$ cat config.mk
export PLATFORM = sky130hd
export DESIGN_NAME = program_memory_ctrl
export DESIGN_NICKNAME = d
export VERILOG_FILES = /design/src/rtl/program_memory_ctrl.sv
export SDC_FILE = /design/constraint.sdc
export NUM_CORES = 1
export LEC_CHECK = 0
export BUFFER_PORTS_ARGS = -buffer_cell sky130_fd_sc_hd__buf_2
export CAP_MARGIN = 20
export CELL_PAD_IN_SITES_DETAIL_PLACEMENT = 1
export CELL_PAD_IN_SITES_GLOBAL_PLACEMENT = 2
export CORE_ASPECT_RATIO = 0.8
export CORE_UTILIZATION = 33
export CTS_BUF_LIST = sky130_fd_sc_hd__clkbuf_4 sky130_fd_sc_hd__clkbuf_8
export DETAILED_ROUTE_END_ITERATION = 10
export PLACE_DENSITY_LB_ADDON = 0.1
export RECOVER_POWER = 50
export SYNTH_ARGS = -nofsm -noshare
export SYNTH_HDL_FRONTEND = slang
export SYNTH_SLANG_ARGS = --single-unit
$ cat constraint.sdc
create_clock -name clk -period 3.4 [get_ports clk]
set_input_delay 0 -clock clk [delete_from_list [all_inputs] [get_ports clk]]
set_output_delay 0 -clock clk [all_outputs]
set_load 0.01 [all_outputs]
$ cat src/rtl/program_memory_ctrl.sv
// Instruction fetch controller: one outstanding request, WAIT_STATES-deep
// wait phase, then a held response from a read-only instruction array.
module program_memory_ctrl #(
  parameter int unsigned MEMORY_DEPTH = 64,
  parameter int unsigned DATA_WIDTH   = 32,
  parameter logic [31:0] BASE_ADDRESS = 32'h0040_0000,
  parameter int unsigned WAIT_STATES  = 2,
  parameter string       INIT_FILE    = "text.dat",
  // Array image; word i at [i*DATA_WIDTH +: DATA_WIDTH]
  parameter logic [MEMORY_DEPTH*DATA_WIDTH-1:0] INIT_IMAGE = '0
) (
  input  logic                  clk,
  input  logic                  reset,
  input  logic                  Req_Valid_i,
  input  logic [31:0]           Address_i,
  output logic                  Req_Ready_o,
  output logic                  Rsp_Valid_o,
  input  logic                  Rsp_Ready_i,
  output logic [DATA_WIDTH-1:0] Instruction_o,
  output logic [1:0]            Fault_o
);
  localparam int              AW  = (MEMORY_DEPTH > 1) ? $clog2(MEMORY_DEPTH) : 1;
  localparam logic [DATA_WIDTH-1:0] NOP = DATA_WIDTH'(32'h0000_0013);
  localparam logic [2:0]      WS  = 3'(WAIT_STATES);

  typedef enum logic [1:0] {S_IDLE, S_WAIT, S_RESP} state_t;

  logic [DATA_WIDTH-1:0] rom [MEMORY_DEPTH];

  generate
    for (genvar i = 0; i < MEMORY_DEPTH; i++) begin : g_w
      assign rom[i] = INIT_IMAGE[i*DATA_WIDTH +: DATA_WIDTH];
    end
  endgenerate

  state_t                state_q;
  logic [2:0]            cnt_q;
  logic [31:0]           addr_q;
  logic                  req_ready_q;
  logic                  rsp_valid_q;
  logic [DATA_WIDTH-1:0] instr_q;
  logic [1:0]            fault_q;

  logic                  accept;
  logic [31:0]           addr_d;
  logic [31:0]           word_idx;
  logic [1:0]            fault_d;
  logic [DATA_WIDTH-1:0] instr_d;

  // req_ready_q is only ever set while idle, so it alone qualifies acceptance
  assign accept = Req_Valid_i && req_ready_q;

  // Decode from the address as it will be registered, so a zero-wait
  // acceptance reads the array on the same edge it captures the address.
  always_comb begin
    addr_d     = accept ? Address_i : addr_q;
    word_idx   = (addr_d - BASE_ADDRESS) >> 2;
    fault_d[0] = |addr_d[1:0];
    fault_d[1] = (addr_d < BASE_ADDRESS) || (word_idx >= 32'(MEMORY_DEPTH));
    instr_d    = NOP;
    if (fault_d == 2'b00) instr_d = rom[word_idx[AW-1:0]];
  end

  always_ff @(posedge clk or negedge reset) begin
    if (!reset) begin
      state_q     <= S_IDLE;
      cnt_q       <= '0;
      addr_q      <= BASE_ADDRESS;
      req_ready_q <= 1'b0;
      rsp_valid_q <= 1'b0;
      instr_q     <= '0;
      fault_q     <= '0;
    end else begin
      case (state_q)
        S_IDLE: begin
          if (accept) begin
            addr_q      <= Address_i;
            cnt_q       <= WS;
            req_ready_q <= 1'b0;
            if (WS == 3'd0) begin
              state_q     <= S_RESP;
              rsp_valid_q <= 1'b1;
              instr_q     <= instr_d;
              fault_q     <= fault_d;
            end else begin
              state_q <= S_WAIT;
            end
          end else begin
            req_ready_q <= 1'b1;
          end
        end
        S_WAIT: begin
          cnt_q <= cnt_q - 3'd1;
          if (cnt_q == 3'd1) begin
            state_q     <= S_RESP;
            rsp_valid_q <= 1'b1;
            instr_q     <= instr_d;
            fault_q     <= fault_d;
          end
        end
        S_RESP: begin
          // Ready is raised on the exit edge, so the earliest next accept is one cycle later
          if (Rsp_Ready_i) begin
            state_q     <= S_IDLE;
            rsp_valid_q <= 1'b0;
            req_ready_q <= 1'b1;
          end
        end
        default: begin
          state_q     <= S_IDLE;
          rsp_valid_q <= 1'b0;
          req_ready_q <= 1'b0;
        end
      endcase
    end
  end

  assign Req_Ready_o   = req_ready_q;
  assign Rsp_Valid_o   = rsp_valid_q;
  assign Instruction_o = instr_q;
  assign Fault_o       = fault_q;

endmodule
==> results.md <==
* Status: finished, violations left
* Failing checks: capacitance limit, slew limit
* Clk_lat worst skew at approximately 0.28 ns
* Largest net degree at the start of global routing at 37
* Synth Flop Type: dfrtp_1
* Critical path peak fanout at 14
* Top post-synthesis cells by area: dfrtp_1 (46%), mux2_2 (17%), buf_4 (13%)
* Fmax at 0.489 GHz
* Diode count at 0
* Mapped Cells at 160
* Core ar. at 5470 sq um
* Ys Warns at 0
* Max cap viols at 1
* Reg-to-reg slack, setup at approximately 1.4 ns
* Area share of the largest cell type after synthesis at 46.5%
* Die width at between 80 and 90 microns
* Worst-margin pin slew at 1.95 ns
* Hold path cells at 4
* Power density cells at roughly 700 nW/um^2
* WS Path Type: flip-flop to flip-flop
* Seq. cell area at approximately 900 sq um
* Setup crit start kind: flip-flop
* Placer Congestion at 0.731
* R2R cell count at 4
* Die area at 6020 sq um
* FP Rows at 24
* Multi-input logic area at 797 sq um
* Yosys cell types at 34
* Register clock-pin slew on the reported worst setup and hold paths at 0.07 ns
* Period utilization at 60.1%
* Clk_skew at 0.00145 ns
* Fill count at 628
* Cts bufs inserted at 5
* Critical R2R Capture: addr_q[25]$_DFFE_PN0P_
* Initial Util at 34.5%
* Arrival time at the worst endpoint at 2.21 ns
* Half-perimeter wire length after placement at 2.97 mm
* Die Y at about 70 microns
* GRT Overall Usage at 15.6%
* Worst setup EP type: flip-flop
* Post-CTS Setup Repair Bufs at 0
* Number of antenna violations at the first check in global routing at 0
* Layout cells sized above 1 at between 20% and 30%
* Top Ports at 72
* Number of port buffers at 36
* Area Growth Syn to Fin at 24.6%
* Synthesized area per cell at between 10 and 15 sq um
* P_leak at 1.04 nW
* FF+latch count, synth at 36
* Hold_sp: Rsp_Ready_i
* RSZ-0062 raised after global routing: false
* Root Driver: clkbuf_8
* Final Hold Viols at 0
* Initial drt markers at 40
* Worst Hold Path EP: Rsp_Valid_o$_DFFE_PN0P_
* WL final at 4.12 mm
* First-pass GRT wire length at 7.03 mm
* Post-route setup TNS at 0 ns
* Final nets at around 260
* Hold Crit Class: primary input to flip-flop
* Final setup fails at 0
* Vias in the first global route at 1457
* Reg2reg start: Req_Ready_o$_DFFE_PN0P_
* Netlist Area Pre-Place at 1880 sq um
* Post-route DRC at 0
* CTS sink cnt at 36
* Setup slack at placement at 1.34 ns
* Slew Viols, Final at 37
* Cell taking the most area after synthesis: dfrtp_1
* Routed WL per cell at ~14 microns
* PostCTS Resize Cnt at 0
* Minimum clock period at approximately 2.0 ns
* Routed Antenna Nets at 0
* CP required at 3.57 ns
* Post-synthesis sequential area ratio at 47.9%
* Synth async-reset ratio at 100%
* Slew headroom at -29.9%
* Post-synth EDFFs at 0
* Hold WS at 0.0193 ns
* Vias per inst at 4.44
* Grt ovf at 0
* Vias after detailed routing at 1340
* Clk buf depth at 2
* DRT Pass-1 Iters at 6
* H-Tree Depth at 2
* VDD IR max at approximately 0.00024 V
* CTS tree: done
* Final WS setup at approximately 1.4 ns
[placed cells by master (no fill, tap or decap), types with 3 or more instances in the layout]
| cell | n |
|---|---|
| dlygate4sd3_1 | 27 |
| nor3b_1 | 3 |
| dfrtp_1 | 35 |
| mux2_2 | 28 |
| inv_1 | 3 |
| clkbuf_8 | 6 |
| nor4_1 | 6 |
| a22oi_1 | 3 |
| conb_1 | 29 |
| nor2_1 | 11 |
| clkbuf_1 | 8 |
| buf_2 | 28 |
[metal layers]
layer  up-vias  GRT usage, %  routed length (microns)
met5         -             0                        0
met1       655          18.9                     1830
li1        626             -                        -
met4         0          5.19                       59
met3         6          4.52                      227
met2        53          26.4                     2010
[area by class of cell]
class | count | area share (%)
clock buffer | 6 | 3.52
multi-input combinational | 113 | 33.9
inverter | 3 | 0.479
tap | 78 | 4.16
clock inverter | 2 | 0.426
sequential | 36 | 38.4
timing repair buffer | 64 | 19.1
[cells by family (layout without fill, tap and decap cells)]
logic type               Yosys count  in the layout  synth area share [%]
buffers and inverters             39             75                  15.4
flip-flops                        36             36                  47.9
AND/OR/NAND/NOR                   36             36                  11.2
multiplexers                      29             29                  17.3
AO/OA/AOI/OAI                     15             15                  5.78
adder cells (fa/ha/maj)            2              2                  1.33
XOR/XNOR                           2              2                 0.930
other                              1             29                 0.199
[power by group]
group / switching [mW] / total [mW] / leakage (nW) / internal (mW)
Sequential: 0.139 / 0.777 / 0.417 / 0.638
Combinational: 0.242 / 0.555 / 0.577 / 0.314
Clock: 0.149 / 0.311 / 0.0510 / 0.162
Total: 0.530 / 1.64 / 1.04 / 1.11
[stage by stage]
stage               power [mW]  instance area [sq um]  std cells  utilization [%]
floorplan                 1.21                   1990        188                -
global placement          1.28                   2000        267             36.5
detailed placement        1.33                   2000        267             36.5
CTS                       1.67                   2360        302             43.2
global route              1.78                   2350        302             43.0
finish                    1.64                   2350        302             43.0
[registers in the layout, summed over array words and instances, names as in the netlist]
register	cells
addr_q	26
cnt_q	3
Fault_o	2
Rsp_Valid_o	1
state_q	2
Req_Ready_o	1
Instruction_o	1
[worst max-delay path: stages, from the launching register on]
cell and delay (ns):
dfrtp_1 0.48, nand2_1 0.18, nor3_4 0.55, buf_4 0.35
mux2_2 0.36
[Yosys cell counts (all sizes together), types with 2 or more instances]
cell type and n:
nand3 2, nor2 11, nor3 3, a22oi 3
mux2 29, and3b 2, a211oi 2, nor4 6
a31oi 2, dfrtp 35, nor2b 2, buf 36
xor2 2, nor3b 3, nand2 2, nand4 2
inv 3, ha 2, o21bai 2
[worst max path at each step]
| stage | start | endpoint | cells after the start |
|---|---|---|---|
| floorplan | Req_Ready_o$_DFFE_PN0P_ | addr_q[14]$_DFFE_PN0P_ | 4 |
| global placement | Req_Ready_o$_DFFE_PN0P_ | addr_q[1]$_DFFE_PN0P_ | 4 |
| detailed placement | Req_Ready_o$_DFFE_PN0P_ | addr_q[25]$_DFFE_PN0P_ | 4 |
| CTS | Req_Ready_o$_DFFE_PN0P_ | addr_q[27]$_DFFE_PN0P_ | 4 |
| global route | reset | Fault_o[1]$_DFFE_PN0P_ | 2 |
| finish | Req_Ready_o$_DFFE_PN0P_ | addr_q[25]$_DFFE_PN0P_ | 4 |
[timing repair]
action	CTS	global route
endpoints found under the setup margin	0	0
hold endpoints to repair	61	0
hold buffers	27	0
(Power assumes the default switching activity.)
